## config.mk

```make
export PLATFORM = sky130hd
export DESIGN_NAME = m_stage_mem_port_flat
export DESIGN_NICKNAME = d
export VERILOG_FILES = /design/src/rtl/m_stage_mem_port_pkg.sv /design/src/rtl/m_stage_mem_port_if.sv /design/src/rtl/m_mem_lane.sv /design/src/rtl/m_stage_mem_port.sv /design/src/flat_wrapper.sv
export SDC_FILE = /design/constraint.sdc
export NUM_CORES = 1
export LEC_CHECK = 0
export ABC_CLOCK_PERIOD_IN_PS = 3690
export BUFFER_PORTS_ARGS = -buffer_cell sky130_fd_sc_hd__clkbuf_2
export CAP_MARGIN = 20
export CORE_AREA = 2 2 158 160
export CTS_BUF_LIST = sky130_fd_sc_hd__clkbuf_8
export DETAILED_ROUTE_END_ITERATION = 10
export DIE_AREA = 0 0 160 162
export PLACE_DENSITY = 0.66
export SLEW_MARGIN = 20
export SYNTH_ARGS = -nofsm -noshare
export SYNTH_HDL_FRONTEND = slang
export SYNTH_SLANG_ARGS = --single-unit
```

## constraint.sdc

```tcl
create_clock -name Clk -period 3.69 [get_ports Clk]
set_input_delay 0.738 -clock Clk [delete_from_list [all_inputs] [get_ports Clk]]
set_output_delay 0.738 -clock Clk [all_outputs]
set_load 0.01 [all_outputs]
```

## src/rtl/m_stage_mem_port_pkg.sv

```systemverilog
`default_nettype none
// ============================================================================
// m_stage_mem_port_pkg : DMOp size/sign codes, M-stage FSM states, alignment helper
// Rev 1.0
// ============================================================================
package m_stage_mem_port_pkg;

  localparam logic [2:0] DM_W  = 3'd0;
  localparam logic [2:0] DM_H  = 3'd1;
  localparam logic [2:0] DM_HU = 3'd2;
  localparam logic [2:0] DM_B  = 3'd3;
  localparam logic [2:0] DM_BU = 3'd4;

  typedef enum logic [2:0] {
    ST_IDLE  = 3'd0,
    ST_ISSUE = 3'd1,
    ST_WAIT  = 3'd2,
    ST_DONE  = 3'd3,
    ST_DRAIN = 3'd4,
    ST_ERR   = 3'd5
  } state_t;

  function automatic logic mem_misaligned(input logic [2:0] op, input logic [1:0] lo);
    logic res;
    res = 1'b0;
    case (op)
      DM_W:        res = (lo != 2'b00);
      DM_H, DM_HU: res = lo[0];
      default:     res = 1'b0;
    endcase
    return res;
  endfunction

endpackage
`default_nettype wire

```

## src/rtl/m_stage_mem_port_if.sv

```systemverilog
`default_nettype none
// ============================================================================
// m_stage_mem_port_if : req/gnt/rvalid data-memory bus between M stage and memory
// Rev 1.0
// ============================================================================
interface m_stage_mem_port_if #(
  parameter int ADDR_W = 32
);
  logic              mem_req;
  logic              mem_we;
  logic [ADDR_W-1:0] mem_addr;
  logic [3:0]        mem_be;
  logic [31:0]       mem_wdata;
  logic              mem_gnt;
  logic              mem_rvalid;
  logic [31:0]       mem_rdata;

  modport master (
    output mem_req, mem_we, mem_addr, mem_be, mem_wdata,
    input  mem_gnt, mem_rvalid, mem_rdata
  );

  modport slave (
    input  mem_req, mem_we, mem_addr, mem_be, mem_wdata,
    output mem_gnt, mem_rvalid, mem_rdata
  );
endinterface
`default_nettype wire

```

## src/rtl/m_mem_lane.sv

```systemverilog
`default_nettype none
// ============================================================================
// m_mem_lane : little-endian byte-enable/store-data lane shift and load extension
// Rev 1.0
// ============================================================================
module m_mem_lane
  import m_stage_mem_port_pkg::*;
(
  input  logic [2:0]  dmop_i,
  input  logic [1:0]  addr_lo_i,
  input  logic [31:0] store_data_i,
  input  logic [31:0] rdata_i,
  output logic [3:0]  be_o,
  output logic [31:0] wdata_o,
  output logic [31:0] load_data_o
);

  logic [31:0] w_shifted;
  logic [7:0]  w_byte;
  logic [15:0] w_half;

  assign w_shifted = rdata_i >> {addr_lo_i, 3'b000};
  assign w_byte    = w_shifted[7:0];
  assign w_half    = addr_lo_i[1] ? rdata_i[31:16] : rdata_i[15:0];

  always_comb begin
    be_o        = 4'b1111;
    wdata_o     = store_data_i;
    load_data_o = rdata_i;
    case (dmop_i)
      DM_B, DM_BU: begin
        be_o    = 4'b0001 << addr_lo_i;
        wdata_o = {4{store_data_i[7:0]}};
      end
      DM_H, DM_HU: begin
        be_o    = addr_lo_i[1] ? 4'b1100 : 4'b0011;
        wdata_o = {2{store_data_i[15:0]}};
      end
      default: ;
    endcase
    case (dmop_i)
      DM_B:    load_data_o = {{24{w_byte[7]}}, w_byte};
      DM_BU:   load_data_o = {24'd0, w_byte};
      DM_H:    load_data_o = {{16{w_half[15]}}, w_half};
      DM_HU:   load_data_o = {16'd0, w_half};
      default: load_data_o = rdata_i;
    endcase
  end

endmodule
`default_nettype wire

```

## src/rtl/m_stage_mem_port.sv

```systemverilog
`default_nettype none
// ============================================================================
// m_stage_mem_port : M pipeline stage driving a variable-latency req/gnt/rvalid data memory
// Rev 1.0
// ============================================================================
module m_stage_mem_port
  import m_stage_mem_port_pkg::*;
#(
  parameter int ADDR_W  = 32,
  parameter int TIMEOUT = 16,
  parameter int CNT_W   = $clog2(TIMEOUT + 1)
) (
  input  logic              Clk,
  input  logic              Rst,
  input  logic              Flush,
  input  logic              En,
  input  logic [31:0]       IR_in,
  input  logic [31:0]       PC_in,
  input  logic [ADDR_W-1:0] Y_in,
  input  logic [31:0]       V2_in,
  input  logic              MemRd_in,
  input  logic              MemWr_in,
  input  logic [2:0]        DMOp_in,
  input  logic [4:0]        W_RFA3_in,
  input  logic [31:0]       W_RFWD_in,
  input  logic              W_RFWr_in,
  input  logic              W_Fwd_Ready_in,
  m_stage_mem_port_if.master mem,
  output logic [31:0]       IR_out,
  output logic [31:0]       PC_out,
  output logic [ADDR_W-1:0] Y_out,
  output logic [31:0]       RD_out,
  output logic              M_Stall,
  output logic              M_AdEL,
  output logic              M_AdES,
  output logic              M_BusErr
);

  state_t            state_q;
  logic [31:0]       ir_q, pc_q, v2_q, rd_q, wdata_q;
  logic [ADDR_W-1:0] y_q;
  logic              memrd_q, memwr_q, first_q;
  logic [2:0]        dmop_q;
  logic [CNT_W-1:0]  cnt_q, cnt_d;
  logic              adel_q, ades_q, buserr_q;

  logic        w_load, w_misal, w_memop, w_tmo;
  logic [31:0] w_fwd_rt, w_store_data, w_load_data;

  assign M_Stall = (state_q == ST_ISSUE) || (state_q == ST_WAIT) || (state_q == ST_DRAIN);
  assign w_load  = En && !Flush && !M_Stall;
  assign w_misal = mem_misaligned(DMOp_in, Y_in[1:0]);
  assign w_memop = MemRd_in || MemWr_in;
  assign cnt_d   = cnt_q + 1'b1;
  assign w_tmo   = (cnt_q >= CNT_W'(TIMEOUT - 1));

  // W-stage forward is only valid in the first resident cycle; afterwards the snapshot is replayed.
  assign w_fwd_rt = (ir_q[20:16] == 5'd0) ? 32'd0 :
                    ((ir_q[20:16] == W_RFA3_in) && W_RFWr_in && W_Fwd_Ready_in) ? W_RFWD_in : v2_q;
  assign w_store_data = first_q ? w_fwd_rt : wdata_q;

  m_mem_lane u_lane (
    .dmop_i       (dmop_q),
    .addr_lo_i    (y_q[1:0]),
    .store_data_i (w_store_data),
    .rdata_i      (mem.mem_rdata),
    .be_o         (mem.mem_be),
    .wdata_o      (mem.mem_wdata),
    .load_data_o  (w_load_data)
  );

  assign mem.mem_req  = (state_q == ST_ISSUE);
  assign mem.mem_we   = memwr_q;
  assign mem.mem_addr = {y_q[ADDR_W-1:2], 2'b00};

  assign IR_out   = ir_q;
  assign PC_out   = pc_q;
  assign Y_out    = y_q;
  assign RD_out   = rd_q;
  assign M_AdEL   = adel_q;
  assign M_AdES   = ades_q;
  assign M_BusErr = buserr_q;

  always_ff @(posedge Clk) begin
    if (!Rst) begin
      state_q  <= ST_IDLE;
      ir_q     <= '0;  pc_q    <= '0;  y_q    <= '0;  v2_q  <= '0;
      memrd_q  <= 1'b0; memwr_q <= 1'b0; dmop_q <= '0;
      rd_q     <= '0;  wdata_q <= '0;  cnt_q  <= '0;  first_q <= 1'b0;
      adel_q   <= 1'b0; ades_q <= 1'b0; buserr_q <= 1'b0;
    end else begin
      first_q <= 1'b0;
      if (first_q) wdata_q <= w_fwd_rt;
      if (Flush) begin
        ir_q    <= '0;  pc_q    <= '0;  y_q    <= '0;  v2_q <= '0;
        memrd_q <= 1'b0; memwr_q <= 1'b0; dmop_q <= '0;
        rd_q    <= '0;  adel_q  <= 1'b0; ades_q <= 1'b0; buserr_q <= 1'b0;
        cnt_q   <= cnt_d;
        // Once granted, the response must still be absorbed before the bus is free again.
        case (state_q)
          ST_ISSUE: state_q <= (mem.mem_gnt && !mem.mem_rvalid) ? ST_DRAIN : ST_IDLE;
          ST_WAIT:  state_q <= mem.mem_rvalid ? ST_IDLE : ST_DRAIN;
          ST_DRAIN: state_q <= (mem.mem_rvalid || w_tmo) ? ST_IDLE : ST_DRAIN;
          default:  state_q <= ST_IDLE;
        endcase
      end else if (w_load) begin
        ir_q    <= IR_in;   pc_q    <= PC_in;    y_q    <= Y_in;  v2_q <= V2_in;
        memrd_q <= MemRd_in; memwr_q <= MemWr_in; dmop_q <= DMOp_in;
        rd_q    <= '0;  cnt_q <= '0;  first_q <= 1'b1;
        adel_q  <= MemRd_in && w_misal;
        ades_q  <= MemWr_in && w_misal;
        buserr_q <= 1'b0;
        state_q <= (w_memop && !w_misal) ? ST_ISSUE : ST_IDLE;
      end else begin
        case (state_q)
          ST_ISSUE: begin
            cnt_q <= cnt_d;
            if (mem.mem_gnt && mem.mem_rvalid) begin
              state_q <= ST_DONE;
              if (memrd_q) rd_q <= w_load_data;
            end else if (w_tmo) begin
              state_q  <= ST_ERR;
              buserr_q <= 1'b1;
            end else if (mem.mem_gnt) begin
              state_q <= ST_WAIT;
            end
          end
          ST_WAIT: begin
            cnt_q <= cnt_d;
            if (mem.mem_rvalid) begin
              state_q <= ST_DONE;
              if (memrd_q) rd_q <= w_load_data;
            end else if (w_tmo) begin
              state_q  <= ST_ERR;
              buserr_q <= 1'b1;
            end
          end
          ST_DRAIN: begin
            cnt_q <= cnt_d;
            if (mem.mem_rvalid || w_tmo) state_q <= ST_IDLE;
          end
          default: ;
        endcase
      end
    end
  end

endmodule
`default_nettype wire
```

## src/flat_wrapper.sv

```systemverilog
// flat-port wrapper written by rule: the top's interface ports become plain ports
module m_stage_mem_port_flat import m_stage_mem_port_pkg::*;
#(
  parameter int ADDR_W  = 32,
  parameter int TIMEOUT = 16,
  parameter int CNT_W   = $clog2(TIMEOUT + 1)
)
  (Clk, Rst, Flush, En, IR_in, PC_in, Y_in, V2_in, MemRd_in, MemWr_in, DMOp_in, W_RFA3_in, W_RFWD_in, W_RFWr_in, W_Fwd_Ready_in, IR_out, PC_out, Y_out, RD_out, M_Stall, M_AdEL, M_AdES, M_BusErr, mem_mem_req, mem_mem_we, mem_mem_addr, mem_mem_be, mem_mem_wdata, mem_mem_gnt, mem_mem_rvalid, mem_mem_rdata);
  m_stage_mem_port_if #(.ADDR_W(ADDR_W)) mem_i ();
  input  logic Clk;
  input  logic Rst;
  input  logic Flush;
  input  logic En;
  input  logic [31:0] IR_in;
  input  logic [31:0] PC_in;
  input  logic [ADDR_W-1:0] Y_in;
  input  logic [31:0] V2_in;
  input  logic MemRd_in;
  input  logic MemWr_in;
  input  logic [2:0] DMOp_in;
  input  logic [4:0] W_RFA3_in;
  input  logic [31:0] W_RFWD_in;
  input  logic W_RFWr_in;
  input  logic W_Fwd_Ready_in;
  output logic [31:0] IR_out;
  output logic [31:0] PC_out;
  output logic [ADDR_W-1:0] Y_out;
  output logic [31:0] RD_out;
  output logic M_Stall;
  output logic M_AdEL;
  output logic M_AdES;
  output logic M_BusErr;
  output wire logic [$bits(mem_i.mem_req)-1:0] mem_mem_req;
  output wire logic [$bits(mem_i.mem_we)-1:0] mem_mem_we;
  output wire logic [$bits(mem_i.mem_addr)-1:0] mem_mem_addr;
  output wire logic [$bits(mem_i.mem_be)-1:0] mem_mem_be;
  output wire logic [$bits(mem_i.mem_wdata)-1:0] mem_mem_wdata;
  input wire logic [$bits(mem_i.mem_gnt)-1:0] mem_mem_gnt;
  input wire logic [$bits(mem_i.mem_rvalid)-1:0] mem_mem_rvalid;
  input wire logic [$bits(mem_i.mem_rdata)-1:0] mem_mem_rdata;
  assign mem_mem_req = mem_i.mem_req;
  assign mem_mem_we = mem_i.mem_we;
  assign mem_mem_addr = mem_i.mem_addr;
  assign mem_mem_be = mem_i.mem_be;
  assign mem_mem_wdata = mem_i.mem_wdata;
  assign mem_i.mem_gnt = mem_mem_gnt;
  assign mem_i.mem_rvalid = mem_mem_rvalid;
  assign mem_i.mem_rdata = mem_mem_rdata;
  m_stage_mem_port #(.ADDR_W(ADDR_W), .TIMEOUT(TIMEOUT), .CNT_W(CNT_W)) u_core (.Clk(Clk), .Rst(Rst), .Flush(Flush), .En(En), .IR_in(IR_in), .PC_in(PC_in), .Y_in(Y_in), .V2_in(V2_in), .MemRd_in(MemRd_in), .MemWr_in(MemWr_in), .DMOp_in(DMOp_in), .W_RFA3_in(W_RFA3_in), .W_RFWD_in(W_RFWD_in), .W_RFWr_in(W_RFWr_in), .W_Fwd_Ready_in(W_Fwd_Ready_in), .mem(mem_i), .IR_out(IR_out), .PC_out(PC_out), .Y_out(Y_out), .RD_out(RD_out), .M_Stall(M_Stall), .M_AdEL(M_AdEL), .M_AdES(M_AdES), .M_BusErr(M_BusErr));
endmodule
```

==> flow_summary.json <==
{
  "status": "completed",
  "final_common_cell": "clkbuf_2",
  "antenna_left": 0,
  "cp_cell_sequence": "or4_4 -> o21a_4 -> and4_1 -> a311oi_4 -> o221ai_1 -> clkbuf_2",
  "grt_first_pass_wirelength_um": 46500,
  "avgViaCountPerCell": 5.35,
  "max_slew_margin_pct": 45.5,
  "drv_cap": 0,
  "skew_ns": 0.0242,
  "fin_setup_tns_ns": 0,
  "die_w_um": 160,
  "cp.required_ns": 2.95,
  "wl_per_cell_um": 18.9,
  "power_w": 0.00621,
  "numClockSinks": 209,
  "yosys_warnings": 0,
  "cts_tree": "done",
  "final_area_mm2": 0.0119,
  "cts_buffers": 39,
  "hold_viol": 0,
  "final_core_util_pct": 49.2,
  "drtIter0Drc": 647,
  "grt_pass1_vias": 8368,
  "layout.nets": 1492,
  "async_reset_ff_share_pct": 0,
  "grt.total_usage_pct": 22.4,
  "cp-end-kind": "primary output",
  "clockRootBuffer": "clkbuf_8",
  "io_buffers": 409,
  "antenna_cells": 0,
  "synth-main-ff-cell": "dfxtp_1",
  "multi_input_area_mm2": 0.00416,
  "rsz0062_at_grt": "false",
  "gp_congestion": 0.877,
  "syn-mean-instance-area_um2": 9.76,
  "post-route-min-period_ns": 3.59,
  "instances_no_fill": 1630,
  "wirelength_um": 30800,
  "leakagePower_nw": 5.65,
  "drt_drc_violations_left": 0,
  "synth_seq_cells": 209,
  "overflow": 0,
  "layout_common_cells": "clkbuf_2 (409), dfxtp_1 (208), a22o_1 (133)",
  "finalSetupViolations": 0,
  "slew_viol_final": 0,
  "vias": 8721,
  "cts_max_level": 2,
  "hold_buffers": 0,
  "antenna_found_initial": 2,
  "p_per_area_mw_per_mm2": 523,
  "rows": 57,
  "synth.distinct_cells": 75,
  "clock.fmax_mhz": 278,
  "dpl_cell_area_mm2": 0.0110,
  "clk_latency_ns": 0.53,
  "grt_max_degree": 97,
  "slowest_delay_ns": 0.61,
  "synthCells": 921,
  "drt_pass1_iterations": 5,
  "crit_type": "flop to primary output",
  "critPathArrivalTime_ns": 2.85,
  "die_area_mm2": 0.0259,
  "synth_edf_count": 0,
  "pin_count": 412,
  "fillers": 2367,
  "clk_pin_slew_worst_paths_ns": 0.06,
  "placedCellCount": 1561,
  "ys_seq_area_share_pct": 46.5,
  "ff_latch_area_mm2": 0.00419,
  "syn_to_final_growth_pct": 32.0,
  "irDropWorstVdd_uv": 270,
  "fin_crit_sh_pct": 97.3,
  "hold_path_class": "input port to flop",
  "synthesis.area_mm2": 0.00899,
  "startpoint_type": "flop",
  "start_util_pct": 37.3,
  "cp_slowest_cell": "or4_4",
  "dp_hpwl_um": 22200,
  "path_max_fanout": 24,
  "drive_gt1_share_pct": 40.4,
  "dieHeight_um": 162,
  "core_area_mm2": 0.0241,
  "cts_buffer_depth": 3,
  "tightest_slew_ns": 0.817
}
==> cell type report <==
type / instances / area share (%)
Timing Repair Buffer: 431 / 19.1
Clock inverter: 19 / 0.759
Sequential cell: 209 / 35.3
Tap cell: 324 / 3.42
Clock buffer: 48 / 5.57
Multi-Input combinational cell: 575 / 35.1
Inverter: 24 / 0.791
==> cells in the mapped netlist, types with 10 or more instances <==
library cell / n / area, um2
buf_2: 25 / 125
nor2b_1: 14 / 87.6
inv_1: 23 / 86.3
nand2_1: 39 / 146
o21ai_0: 55 / 275
nor2_1: 47 / 176
a21oi_1: 52 / 260
a211oi_1: 11 / 82.6
buf_4: 48 / 360
dfxtp_1: 209 / 4180
mux2i_1: 10 / 100
o31ai_1: 14 / 105
a22o_1: 133 / 1160
a22oi_1: 18 / 135
and4_1: 22 / 193
clkbuf_1: 36 / 135
and3_1: 13 / 81.3
==> through the flow <==
| stage | hold slack [ns] | setup slack (ns) |
|---|---|---|
| 3_3_place_gp | 0.450 | 0.195 |
| 4_1_cts | 0.388 | 0.00141 |
| 3_5_place_dp | 0.454 | 0.140 |
| 2_1_floorplan | 0.436 | 0.699 |
| 6_report | 0.412 | 0.0988 |
| 5_1_grt | 0.382 | 0.0108 |
==> what timing repair did <==
item / in CTS / in global routing
pin swaps: 0 / 3
gates resized for setup: 3 / 11
endpoints found under the hold margin: 0 / 0
setup buffers: 0 / 1
gates cloned: 0 / 1
setup endpoints to repair: 6 / 22
==> critical path: cells and delay by family, from the launching register on <==
kind / cells / cell delay, ns
AOI/OAI and AO/OA: 3 / 0.96
DFF: 1 / 0.36
and+or+nand+nor: 2 / 0.85
buffers and inverters: 1 / 0.16
==> report_power, final <==
group | switching [W] | internal, W
clock | 0.000974 | 0.00117
sequential | 0.000187 | 0.00245
combinational | 0.000848 | 0.000569
==> flip-flops by register name (all words and copies together), names as in the netlist, 3 cells and up <==
| name | cells |
|---|---|
| u_core.IR_out | 32 |
| u_core.PC_out | 32 |
| u_core.RD_out | 32 |
| u_core.Y_out | 32 |
| u_core.v2_q | 32 |
| u_core.wdata_q | 32 |
| u_core.cnt_q | 5 |
| u_core.dmop_q | 3 |
| u_core.state_q | 3 |
==> metal layers <==
| layer | global-route usage (%) | vias up | share of wire [%] |
|---|---|---|---|
| met4 | 7.21 | 4 | 2.5 |
| met5 | 0 | - | 0.088 |
| met1 | 29.3 | 4101 | 43 |
| met3 | 5.21 | 59 | 7.8 |
| met2 | 36.6 | 401 | 46 |
| li1 | - | 4156 | - |
==> cells by family after synthesis <==
kind of cell | count (synthesis) | share of synthesized area (%)
fa+ha+maj | 2 | 0.278
xor+xnor | 7 | 0.765
buf+inv | 139 | 8.45
flops | 209 | 46.5
other cells | 1 | 0.0417
mux | 10 | 1.11
simple gates | 190 | 11.8
compound gates | 363 | 31.1
==> final timing paths <==
| check | to | from | cells after the start | slack [ns] |
|---|---|---|---|---|
| worst max register to register | u_core.PC_out[2] | u_core.state_q[1] | 6 | 1.15 |
| worst max-delay path | mem_mem_wdata[28] | u_core.IR_out[17] | 6 | 0.1 |
| worst min-delay path | u_core.v2_q[3] | V2_in[3] | 2 | 0.41 |
| worst min register to register | u_core.mem.mem_we | u_core.mem.mem_we | 2 | 0.46 |
Power figures use the tool's default switching activity.
